## src/rtl/hilo_muldiv_pkg.sv

```systemverilog
// Shared definitions for the HI/LO multiply/divide unit.
//   ALU op codes consumed from the decoder (8-bit alucontrol field)
//   FSM state encoding for the divide sequencer
package hilo_muldiv_pkg;

   localparam int unsigned ALU_OP_W = 8;

   // Decoder op codes for the ops this unit acts on, plus ADD as a non-muldiv example.
   localparam logic [ALU_OP_W-1:0] EXE_MULT_OP  = 8'b0001_1000;
   localparam logic [ALU_OP_W-1:0] EXE_MULTU_OP = 8'b0001_1001;
   localparam logic [ALU_OP_W-1:0] EXE_DIV_OP   = 8'b0001_1010;
   localparam logic [ALU_OP_W-1:0] EXE_DIVU_OP  = 8'b0001_1011;
   localparam logic [ALU_OP_W-1:0] EXE_ADD_OP   = 8'b0010_0000;

   typedef enum logic [1:0] {
      ST_IDLE = 2'd0,
      ST_DIV  = 2'd1,
      ST_DONE = 2'd2
   } state_e;

endpackage

```

## src/rtl/hilo_muldiv_if.sv

```systemverilog
// Execute-stage bundle between the pipeline and the HI/LO multiply/divide unit.
//   master : pipeline side (drives op, operands, MTHI/MTLO, flush)
//   slave  : hilo_muldiv side (returns HI/LO, stall, busy)
interface hilo_muldiv_if
   import hilo_muldiv_pkg::*;
#(
   parameter int unsigned WIDTH = 32
);

   logic [ALU_OP_W-1:0] alucontrol;
   logic                en_i;
   logic                flush_i;
   logic [WIDTH-1:0]    a_i;
   logic [WIDTH-1:0]    b_i;
   logic                hi_we_i;
   logic                lo_we_i;
   logic [WIDTH-1:0]    mt_data_i;
   logic [WIDTH-1:0]    hi_o;
   logic [WIDTH-1:0]    lo_o;
   logic                stall_o;
   logic                busy_o;

   modport master (
      output alucontrol, en_i, flush_i, a_i, b_i, hi_we_i, lo_we_i, mt_data_i,
      input  hi_o, lo_o, stall_o, busy_o
   );

   modport slave (
      input  alucontrol, en_i, flush_i, a_i, b_i, hi_we_i, lo_we_i, mt_data_i,
      output hi_o, lo_o, stall_o, busy_o
   );

endinterface

```

## src/rtl/hilo_muldiv_div_radix2.sv

```systemverilog
// Iterative unsigned radix-2 restoring divider core, one quotient bit per clock.
//   clk, resetn   clock, async active-low reset
//   start_i       load operands and begin WIDTH iterations
//   abort_i       cancel a running divide (wins over start_i)
//   dividend_i    unsigned dividend
//   divisor_i     unsigned divisor (zero gives all-ones quotient, remainder = dividend)
//   quot_o/rem_o  result, valid from the cycle after last_o until the next start
//   last_o        combinational: the current edge completes the final iteration
module hilo_muldiv_div_radix2 #(
   parameter int unsigned WIDTH = 32
) (
   input  logic             clk,
   input  logic             resetn,
   input  logic             start_i,
   input  logic             abort_i,
   input  logic [WIDTH-1:0] dividend_i,
   input  logic [WIDTH-1:0] divisor_i,
   output logic [WIDTH-1:0] quot_o,
   output logic [WIDTH-1:0] rem_o,
   output logic             last_o
);

   localparam int unsigned          CNT_W    = (WIDTH > 1) ? $clog2(WIDTH) : 1;
   localparam logic [CNT_W-1:0]     CNT_LAST = CNT_W'(WIDTH - 1);

   logic             run_q;
   logic [CNT_W-1:0] cnt_q;
   logic [WIDTH-1:0] quot_q;
   logic [WIDTH-1:0] rem_q;
   logic [WIDTH-1:0] dvsr_q;

   logic [WIDTH:0]   part_c;
   logic [WIDTH:0]   diff_c;
   logic             fit_c;

   // Trial subtraction: shift the next dividend bit into the partial remainder.
   always_comb begin
      part_c = {rem_q, quot_q[WIDTH-1]};
      diff_c = part_c - {1'b0, dvsr_q};
      fit_c  = ~diff_c[WIDTH];
   end

   assign last_o = run_q & (cnt_q == CNT_LAST);
   assign quot_o = quot_q;
   assign rem_o  = rem_q;

   // Quotient bits are shifted into the vacated low end of the dividend register.
   always_ff @(posedge clk or negedge resetn) begin
      if (!resetn) begin
         run_q  <= 1'b0;
         cnt_q  <= '0;
         quot_q <= '0;
         rem_q  <= '0;
         dvsr_q <= '0;
      end else if (abort_i) begin
         run_q <= 1'b0;
         cnt_q <= '0;
      end else if (start_i) begin
         run_q  <= 1'b1;
         cnt_q  <= '0;
         quot_q <= dividend_i;
         rem_q  <= '0;
         dvsr_q <= divisor_i;
      end else if (run_q) begin
         rem_q  <= fit_c ? diff_c[WIDTH-1:0] : part_c[WIDTH-1:0];
         quot_q <= {quot_q[WIDTH-2:0], fit_c};
         if (last_o) begin
            run_q <= 1'b0;
            cnt_q <= '0;
         end else begin
            cnt_q <= cnt_q + CNT_W'(1);
         end
      end
   end

endmodule

```

## src/rtl/hilo_muldiv.sv

```systemverilog
// Execute-stage multiply/divide unit owning the HI/LO register pair.
//   clk, resetn  clock, async active-low reset
//   bus (slave)  alucontrol, en_i, flush_i, a_i, b_i, hi_we_i, lo_we_i, mt_data_i in;
//                hi_o, lo_o (registered), stall_o (combinational), busy_o out
// MULT/MULTU write {HI,LO} at the accept edge. DIV/DIVU run WIDTH iterations in the
// divider core, then one DONE cycle writes LO=quotient, HI=remainder.
module hilo_muldiv
   import hilo_muldiv_pkg::*;
#(
   parameter int unsigned WIDTH = 32
) (
   input  logic          clk,
   input  logic          resetn,
   hilo_muldiv_if.slave  bus
);

   state_e           state_q, state_d;
   logic [WIDTH-1:0] hi_q, hi_d;
   logic [WIDTH-1:0] lo_q, lo_d;
   logic             q_neg_q;
   logic             r_neg_q;
   logic             dz_q;

   logic             is_mult_c, is_multu_c, is_div_c, is_divu_c;
   logic             go_c, mul_go_c, div_go_c;
   logic             a_neg_c, b_neg_c;
   logic [WIDTH-1:0] a_abs_c, b_abs_c;
   logic [2*WIDTH-1:0] a_ext_c, b_ext_c, prod_c;
   logic [WIDTH-1:0] quot_c, rem_c;
   logic [WIDTH-1:0] q_fix_c, r_fix_c;
   logic             last_c;
   logic             stall_c;
   logic             abort_c;

   // Op decode and accept condition.
   assign is_mult_c  = (bus.alucontrol == EXE_MULT_OP);
   assign is_multu_c = (bus.alucontrol == EXE_MULTU_OP);
   assign is_div_c   = (bus.alucontrol == EXE_DIV_OP);
   assign is_divu_c  = (bus.alucontrol == EXE_DIVU_OP);
   assign go_c       = bus.en_i & ~bus.flush_i & (state_q == ST_IDLE);
   assign mul_go_c   = go_c & (is_mult_c | is_multu_c);
   assign div_go_c   = go_c & (is_div_c | is_divu_c);

   // Sign-extend to 2W so one unsigned multiplier yields both signed and unsigned products.
   assign a_ext_c = {{WIDTH{is_mult_c & bus.a_i[WIDTH-1]}}, bus.a_i};
   assign b_ext_c = {{WIDTH{is_mult_c & bus.b_i[WIDTH-1]}}, bus.b_i};
   assign prod_c  = a_ext_c * b_ext_c;

   // Magnitudes handed to the unsigned core; 0x80000000 stays 0x80000000 as unsigned.
   assign a_neg_c = is_div_c & bus.a_i[WIDTH-1];
   assign b_neg_c = is_div_c & bus.b_i[WIDTH-1];
   assign a_abs_c = a_neg_c ? (WIDTH'(0) - bus.a_i) : bus.a_i;
   assign b_abs_c = b_neg_c ? (WIDTH'(0) - bus.b_i) : bus.b_i;

   hilo_muldiv_div_radix2 #(
      .WIDTH (WIDTH)
   ) u_div (
      .clk        (clk),
      .resetn     (resetn),
      .start_i    (div_go_c),
      .abort_i    (abort_c),
      .dividend_i (a_abs_c),
      .divisor_i  (b_abs_c),
      .quot_o     (quot_c),
      .rem_o      (rem_c),
      .last_o     (last_c)
   );

   // Sign fixup. A zero divisor forces an all-ones quotient; the remainder is then |a|
   // re-signed, which restores the dividend exactly as issued.
   assign q_fix_c = dz_q ? '1 : (q_neg_q ? (WIDTH'(0) - quot_c) : quot_c);
   assign r_fix_c = r_neg_q ? (WIDTH'(0) - rem_c) : rem_c;

   // Next-state, HI/LO update, stall and abort.
   always_comb begin
      state_d = state_q;
      hi_d    = hi_q;
      lo_d    = lo_q;
      stall_c = 1'b0;
      abort_c = 1'b0;
      unique case (state_q)
         ST_IDLE: begin
            if (mul_go_c) begin
               {hi_d, lo_d} = prod_c;
            end else if (go_c) begin
               if (bus.hi_we_i) hi_d = bus.mt_data_i;
               if (bus.lo_we_i) lo_d = bus.mt_data_i;
            end
            if (div_go_c) begin
               state_d = ST_DIV;
               stall_c = 1'b1;
            end
         end
         ST_DIV: begin
            if (bus.flush_i) begin
               state_d = ST_IDLE;
               abort_c = 1'b1;
            end else begin
               stall_c = 1'b1;
               if (last_c) state_d = ST_DONE;
            end
         end
         ST_DONE: begin
            // Stall is already low so the divide leaves EX on this same edge.
            state_d = ST_IDLE;
            if (bus.flush_i) begin
               abort_c = 1'b1;
            end else begin
               lo_d = q_fix_c;
               hi_d = r_fix_c;
            end
         end
         default: state_d = ST_IDLE;
      endcase
   end

   // State and HI/LO registers.
   always_ff @(posedge clk or negedge resetn) begin
      if (!resetn) begin
         state_q <= ST_IDLE;
         hi_q    <= '0;
         lo_q    <= '0;
      end else begin
         state_q <= state_d;
         hi_q    <= hi_d;
         lo_q    <= lo_d;
      end
   end

   // Result sign flags captured with the operands.
   always_ff @(posedge clk or negedge resetn) begin
      if (!resetn) begin
         q_neg_q <= 1'b0;
         r_neg_q <= 1'b0;
         dz_q    <= 1'b0;
      end else if (div_go_c) begin
         q_neg_q <= a_neg_c ^ b_neg_c;
         r_neg_q <= a_neg_c;
         dz_q    <= (bus.b_i == '0);
      end
   end

   assign bus.hi_o    = hi_q;
   assign bus.lo_o    = lo_q;
   assign bus.stall_o = stall_c;
   assign bus.busy_o  = (state_q != ST_IDLE);

endmodule

```

## src/flat_wrapper.sv

```systemverilog
// flat-port wrapper written by rule: the top's interface ports become plain ports
module hilo_muldiv_flat import hilo_muldiv_pkg::*;
#(
   parameter int unsigned WIDTH = 32
)
  (clk, resetn, bus_alucontrol, bus_en_i, bus_flush_i, bus_a_i, bus_b_i, bus_hi_we_i, bus_lo_we_i, bus_mt_data_i, bus_hi_o, bus_lo_o, bus_stall_o, bus_busy_o);
  hilo_muldiv_if #(.WIDTH(WIDTH)) bus_i ();
  input  logic clk;
  input  logic resetn;
  input wire logic [$bits(bus_i.alucontrol)-1:0] bus_alucontrol;
  input wire logic [$bits(bus_i.en_i)-1:0] bus_en_i;
  input wire logic [$bits(bus_i.flush_i)-1:0] bus_flush_i;
  input wire logic [$bits(bus_i.a_i)-1:0] bus_a_i;
  input wire logic [$bits(bus_i.b_i)-1:0] bus_b_i;
  input wire logic [$bits(bus_i.hi_we_i)-1:0] bus_hi_we_i;
  input wire logic [$bits(bus_i.lo_we_i)-1:0] bus_lo_we_i;
  input wire logic [$bits(bus_i.mt_data_i)-1:0] bus_mt_data_i;
  output wire logic [$bits(bus_i.hi_o)-1:0] bus_hi_o;
  output wire logic [$bits(bus_i.lo_o)-1:0] bus_lo_o;
  output wire logic [$bits(bus_i.stall_o)-1:0] bus_stall_o;
  output wire logic [$bits(bus_i.busy_o)-1:0] bus_busy_o;
  assign bus_i.alucontrol = bus_alucontrol;
  assign bus_i.en_i = bus_en_i;
  assign bus_i.flush_i = bus_flush_i;
  assign bus_i.a_i = bus_a_i;
  assign bus_i.b_i = bus_b_i;
  assign bus_i.hi_we_i = bus_hi_we_i;
  assign bus_i.lo_we_i = bus_lo_we_i;
  assign bus_i.mt_data_i = bus_mt_data_i;
  assign bus_hi_o = bus_i.hi_o;
  assign bus_lo_o = bus_i.lo_o;
  assign bus_stall_o = bus_i.stall_o;
  assign bus_busy_o = bus_i.busy_o;
  hilo_muldiv #(.WIDTH(WIDTH)) u_core (.clk(clk), .resetn(resetn), .bus(bus_i));
endmodule
```

## config.mk

```make
export PLATFORM = sky130hd
export DESIGN_NAME = hilo_muldiv_flat
export DESIGN_NICKNAME = d
export VERILOG_FILES = /design/src/rtl/hilo_muldiv_pkg.sv /design/src/rtl/hilo_muldiv_if.sv /design/src/rtl/hilo_muldiv_div_radix2.sv /design/src/rtl/hilo_muldiv.sv /design/src/flat_wrapper.sv
export SDC_FILE = /design/constraint.sdc
export NUM_CORES = 2
export LEC_CHECK = 0
export CELL_PAD_IN_SITES_DETAIL_PLACEMENT = 1
export CELL_PAD_IN_SITES_GLOBAL_PLACEMENT = 2
export CORE_MARGIN = 2
export CORE_UTILIZATION = 41
export CTS_CLUSTER_SIZE = 16
export DETAILED_ROUTE_END_ITERATION = 16
export GPL_ROUTABILITY_DRIVEN = 0
export PLACE_DENSITY_LB_ADDON = 0.1
export SETUP_SLACK_MARGIN = 0.05
export SLEW_MARGIN = 20
export SYNTH_ARGS = -nofsm -noshare
export SYNTH_HDL_FRONTEND = slang
export SYNTH_SLANG_ARGS = --single-unit
```

## constraint.sdc

```tcl
create_clock -name clk -period 4.2 [get_ports clk]
set_input_delay 0.84 -clock clk [delete_from_list [all_inputs] [get_ports clk]]
set_output_delay 0.84 -clock clk [all_outputs]
set_load 0.01 [all_outputs]
```

Word level (Yosys, flattened, before mapping)
Cells that the tools add are included.
- multipliers: 1
- muxes and demuxes: 37
- reduce and logical (&&, ||, !) cells: 12
- shift operators: 0
- $lt $le $gt $ge: 0
- eq/ne operators: 13
- add/subtract/negate cells: 6
- bitwise gates (word level): 15
- div/mod/pow operators: 0
- operator list (cell ; number):
    32-bit two-way mux ; 18
    32-bit case mux with 2 select lines ; 2
    1-bit by 32-bit subtractor with 32-bit output (first input constant) ; 4
    33-bit by 33-bit multiplier with 64-bit output ; 1
    33-bit by 32-bit subtractor with 33-bit output ; 1
    8-bit by 5-bit == test with 1-bit output (second input constant) ; 4
    32-bit logical NOT ; 1
    5-bit two-way mux ; 4
    1-bit AND ; 9
    3-bit by 2-bit != test with 1-bit output (second input constant) ; 3
    1-bit two-way mux ; 8
    4-bit AND reduction ; 2
    2-bit two-way mux ; 3
    2-bit AND reduction ; 3
    2-bit nonzero test ; 3
    5-bit by 1-bit adder with 5-bit output (second input constant) ; 1
    5-bit == test (second input constant) ; 1
    2-bit case mux with 2 select lines ; 1
    3-bit by 1-bit != test with 1-bit output (second input constant) ; 1
    1-bit inverter ; 3
    3-bit nonzero test ; 1
    2-bit by 1-bit == test with 1-bit output (second input constant) ; 1
    2-bit == test (second input constant) ; 1
    2-bit logical NOT ; 1
    6 further kinds ; 7
- latch bits: 0
- bits in writable memories: 0
- memories: 0
- bits in read-only memories: 0
- output and inout bits: 66
- input port bits: 110
- logic and storage cells: 95
- flip-flop bits (word level): 171

Depth between registers and ports, before layout
- word-level depth: 6
- mapped depth: 35
- gate-level depth less buffers: 32

By module
From an unflattened synthesis, not the netlist that was laid out.
- cell total of the unflattened synthesis: 5755
- area, all modules: 50513.4 um2
- modules (own cells, without submodules) (module ; cells an instance ; times used ; seq. area each (um2) ; area an instance (um2)):
    hilo_muldiv ; 5072 ; 1 ; 1726.7 ; 44295.0
    hilo_muldiv_div_radix2 ; 683 ; 1 ; 2552.4 ; 6218.5

Worst setup path after synthesis
Ideal clock, no wire load.
- kind: in2reg
- from: in bus_alucontrol[5]
- to: reg u_core.hi_q[28] (netlist: u_core.bus.hi_o[28])
- slack: -4.932 ns
- required time: 4.069 ns
- setup time: 0.131 ns
- arrival time: 9.001 ns
- stages: 30
- path buffers: 3
- cell sequence: nand4bb_1 -> nor3_1 -> nand2b_1 -> nor2_1 -> clkbuf_1 -> and2_1 -> clkbuf_1 -> nand2_1 -> inv_1 -> fa_1 -> fa_1 -> fa_1 -> inv_1 -> fa_1 -> fa_1 -> fa_1 -> fa_1 -> fa_1 -> inv_1 -> ha_1 -> clkbuf_1 -> and3_1 -> a221o_1 -> a21oi_1 -> o221a_2 -> o31ai_1 -> a21oi_2 -> o21ai_1 -> and3b_1 -> or3_1
- longest elaborated chain between the ends: 5
- elaborated cells on any way between the ends: 12
- those cells by class: 1 x mul; 4 x eq/ne; 2 x mux; 4 x bitwise; 1 x reduce/logical
- RTL lines (item ; line ; RTL):
    start, declared ; flat_wrapper.sv:10 ; input wire logic [$bits(bus_i.alucontrol)-1:0] bus_alucontrol;
    8-bit by 5-bit == test with 1-bit output, on equally long branches ; hilo_muldiv.sv:36, hilo_muldiv.sv:37 ;
    1-bit AND, or another cell as far along ; hilo_muldiv.sv:45 ; assign a_ext_c = {{WIDTH{is_mult_c & bus.a_i[WIDTH-1]}}, bus.a_i};
    33-bit by 33-bit multiplier with 64-bit output or 1-bit AND (tied branches) ; hilo_muldiv.sv:47, hilo_muldiv.sv:41 ;
    32-bit two-way mux, or another cell as far along ; hilo_muldiv.sv:83 ; if (mul_go_c) begin
    32-bit case mux with 2 select lines or 4-bit AND reduction (tied branches) ; -- ;
    end signal, assigned ; hilo_muldiv.sv:125 ; hi_q <= hi_d;
    end, declared ; hilo_muldiv.sv:18 ; logic [WIDTH-1:0] hi_q, hi_d;
Parallel ways exist; a longest one is shown, timed or not.
A chain may end at the register's enable or synchronous reset.

Final worst setup path
- from: in bus_alucontrol[5]
- to: reg u_core.hi_q[29] (netlist: u_core.bus.hi_o[29])
Same word-level chain as after synthesis.

==> results.md <==
* Status: complete, but fails checks
* Failing checks: setup timing
* Worst-Skew Late Latency at about 0.47 ns
* Vias/cell at 5.34
* Synth cell types at 80
* Critical Path Source Type: primary input
* Data required, critical path at 4.54 ns
* Most numerous cell in the Yosys netlist: inv_1
* Clk sinks at 171
* Post-synthesis mux area share at 0.344%
* Synth Instances at 5752
* Die Width at 354 um
* Layout cells sized above 1 at 22.5%
* Largest family of logic cells by synthesized area: adder cells
* Core ar. at 0.122 mm2
* Post-synthesis average cell area at 8.72 um2
* Top cell by count, worst path: fa_1
* Cell Area, Synth at 0.0502 mm2
* WL met2 at 95100 um
* Vias in the first global route at ~48000
* Worst slew margin relative to its limit at 34.3%
* Worst Path Arrival at 8.69 ns
* Top delay family on crit path: adder cells
* First-pass GRT wire length at a little over 300000 um
* Initial antenna violation count at 13
* Final period utilization at 199%
* Final number of hold-violating endpoints at 0
* Routed WL at 201000 um
* Bufs and invs on worst path at 8
* Vias at 42800
* Compound-Gate Fraction of Synth Area at 8.81%
* Initial Utilization at 41.3%
* Clock-pin transition on the worst setup and hold timing paths at 0.07 ns
* Largest cells by area after synthesis: fa_1 (45%), inv_1 (9.0%), dfrtp_1 (8.5%)
* Clk buf depth at 2
* GRT Overall Usage at 32.2%
* TritonCTS Buffers at 17
* Post-synth EDFFs at 0
* Critical Path Sink Type: flip-flop
* FF+latch count, synth at about 170
* Yosys top cell area share at ~45%
* WS Path Type: primary input to flip-flop
* Largest net degree at the start of global routing at 100
* Total grt overflow at 0
* Max stage delay on crit path at 0.60 ns
* Syn nets at 7241
* Final HPWL DP at roughly 160000 um
* Adder-cell share of the synthesized area at 51.2%
* CTS tree: yes
* Hold Path Class: primary input to asynchronous set/reset pin
* Post-synth top area cell: fa_1
* DRC at 0
* Synth Area in XOR/XNOR at 3.77%
* Die height at 354 um
* Buffers on Ports at around 180
* Met3 routed WL at 11700 um
* Initial DRC Count at 2404
* FMAX at 0.120 GHz
* I/O pins at 176
* Min cycle time layout at 8.35 ns
* FP Rows at 128
* Top cells by count, synth: inv_1 (1200), fa_1 (1126), nand2_1 (1012), clkbuf_1 (303), and2_1 (296)
* WL/cell at ~25 um
* NumNets Final at 7861
* CP max-delay cell: fa_2
* # setup viols final at 59
* Die area at ~0.13 mm2
* Drt pass-1 iters at 5
* Synth-to-layout area growth at 27.5%
* Synth warn at 0
* Met1 wire length at 87200 um
* Setup tns final at -193.05 ns
* Sequential fraction of the synthesis area at 8.53%
* Pre-CTS worst setup slack at -5.11 ns
* Clk Tree Root Cell: clkbuf_16
* Synth async-reset ratio at 100%
* H-tree levels at 4
* Max layer used: met5
* Setup ws final at -4.15 ns
* Slew @ Worst Pin at 0.986 ns
* Final worst clock skew at 0.0117 ns
* Total of max-cap violations at 0
* Unrepaired setup endpoints after global routing: yes
* Critical-path maximum fanout at 7
* Synth Area in Simple Gates at approximately 15%
* Routed Antenna Nets at 0
* Final slew viol count at 0
* Post-synth top flop: dfrtp_1
[cells in the final DEF, fill, tap and decap left out, types with 18 or more instances in the layout]
master and count:
a21oi_1 112, a21o_1 46, buf_12 83, ha_4 74, nor2_1 109, nand2_2 21
fa_1 1053, and3_1 30, and2_4 34, a21oi_4 21, buf_2 26, a21oi_2 32
and2_1 261, o21ai_1 53, xnor2_1 89, nor3_1 36, a22oi_1 30, inv_2 69
nand3_1 53, fa_2 73, buf_4 585, clkdlybuf4s50_1 110, dfrtp_1 171, inv_1 1122
o21ai_2 32, ha_1 178, nand4_1 18, clkbuf_16 20, o21ai_0 141, buf_6 128
xor2_1 102, o31ai_1 39, nand2_1 970, nand2_4 20
[area by class of cell]
cell class | count | area (um2)
flip-flops and latches | 171 | 4280
fillers | 13800 | 57600
inverters | 1201 | 4540
clock buffers | 22 | 484
diodes | 8 | 20.0
well taps | 1625 | 2030
multi-input cells | 4011 | 43000
repair buffers | 970 | 9390
clock inverters | 10 | 160
[per-stage QoR]
step	util [%]	instances	hold WS [ns]	instance area (um2)
floorplan	-	5752	0.450	52100
global placement	48.5	7841	0.461	59000
detailed placement	48.5	7841	0.471	59000
CTS	51.7	7975	0.409	62800
global route	52.6	8013	0.424	63900
finish	52.6	8018	0.377	63900
[registers in the layout (all words and copies together), names as in the netlist]
register,count
u_core.bus.hi_o,32
u_core.bus.lo_o,32
u_core.dz_q,1
u_core.q_neg_q,1
u_core.r_neg_q,1
u_core.state_q,2
u_core.u_div.cnt_q,5
u_core.u_div.dvsr_q,32
u_core.u_div.quot_o,32
u_core.u_div.rem_o,32
u_core.u_div.run_q,1
[per-layer routing]
metal,global-route usage [%],up-vias
met3,4.41,230
li1,-,18600
met2,53.6,1153
met1,44.1,22800
met4,8.87,6
met5,0,-
[worst paths after layout]
path | start | to | slack [ns] | cells past startpoint
max reg2reg | u_core.u_div.quot_o[31]$_DFFE_PN0P_ | u_core.u_div.rem_o[30]$_DFFE_PN0P_ | 0.27 | 17
min in group clk | u_core.u_div.dvsr_q[7]$_DFFE_PN0P_ | u_core.u_div.dvsr_q[7]$_DFFE_PN0P_ | 0.48 | 2
min reg2reg | u_core.u_div.dvsr_q[7]$_DFFE_PN0P_ | u_core.u_div.dvsr_q[7]$_DFFE_PN0P_ | 0.48 | 2
max in group asynchronous | resetn | u_core.bus.lo_o[3]$_DFFE_PN0P_ | 2.93 | 2
min | resetn | u_core.u_div.rem_o[31]$_DFFE_PN0P_ | 0.38 | 1
max | bus_alucontrol[5] | u_core.bus.hi_o[29]$_DFFE_PN0P_ | -4.15 | 32
[cells by family after synthesis]
family / Yosys count
adder cells (fa/ha/maj): 1379
AND/OR/NAND/NOR: 1696
multiplexers: 17
flip-flops: 171
buffers and inverters: 1570
XOR/XNOR: 216
AO/OA/AOI/OAI: 703
[worst register-to-register path: stages, from the launching register on]
cell and delay [ns]:
dfrtp_1 0.38, inv_1 0.12, ha_1 0.18, inv_1 0.05, fa_1 0.40, a21o_1 0.18
a21o_1 0.21, a2111oi_1 0.46, buf_4 0.19, o211ai_1 0.09, buf_4 0.18, a21o_1 0.18
a21boi_1 0.20, o211ai_1 0.21, buf_4 0.22, nor2_1 0.26, o21ai_0 0.22, nand3_1 0.13
[what timing repair did]
item / in CTS / in global routing
gates resized for setup: 596 / 207
setup endpoints to repair: 59 / 68
buffers inserted: 105 / 44
cloned: 8 / 2
hold buffers: 0 / 0
pin swaps: 314 / 185
Power is left out: the tool's default activity adds up to more than one toggle a clock period on the data nets, which glitch-free logic cannot reach.
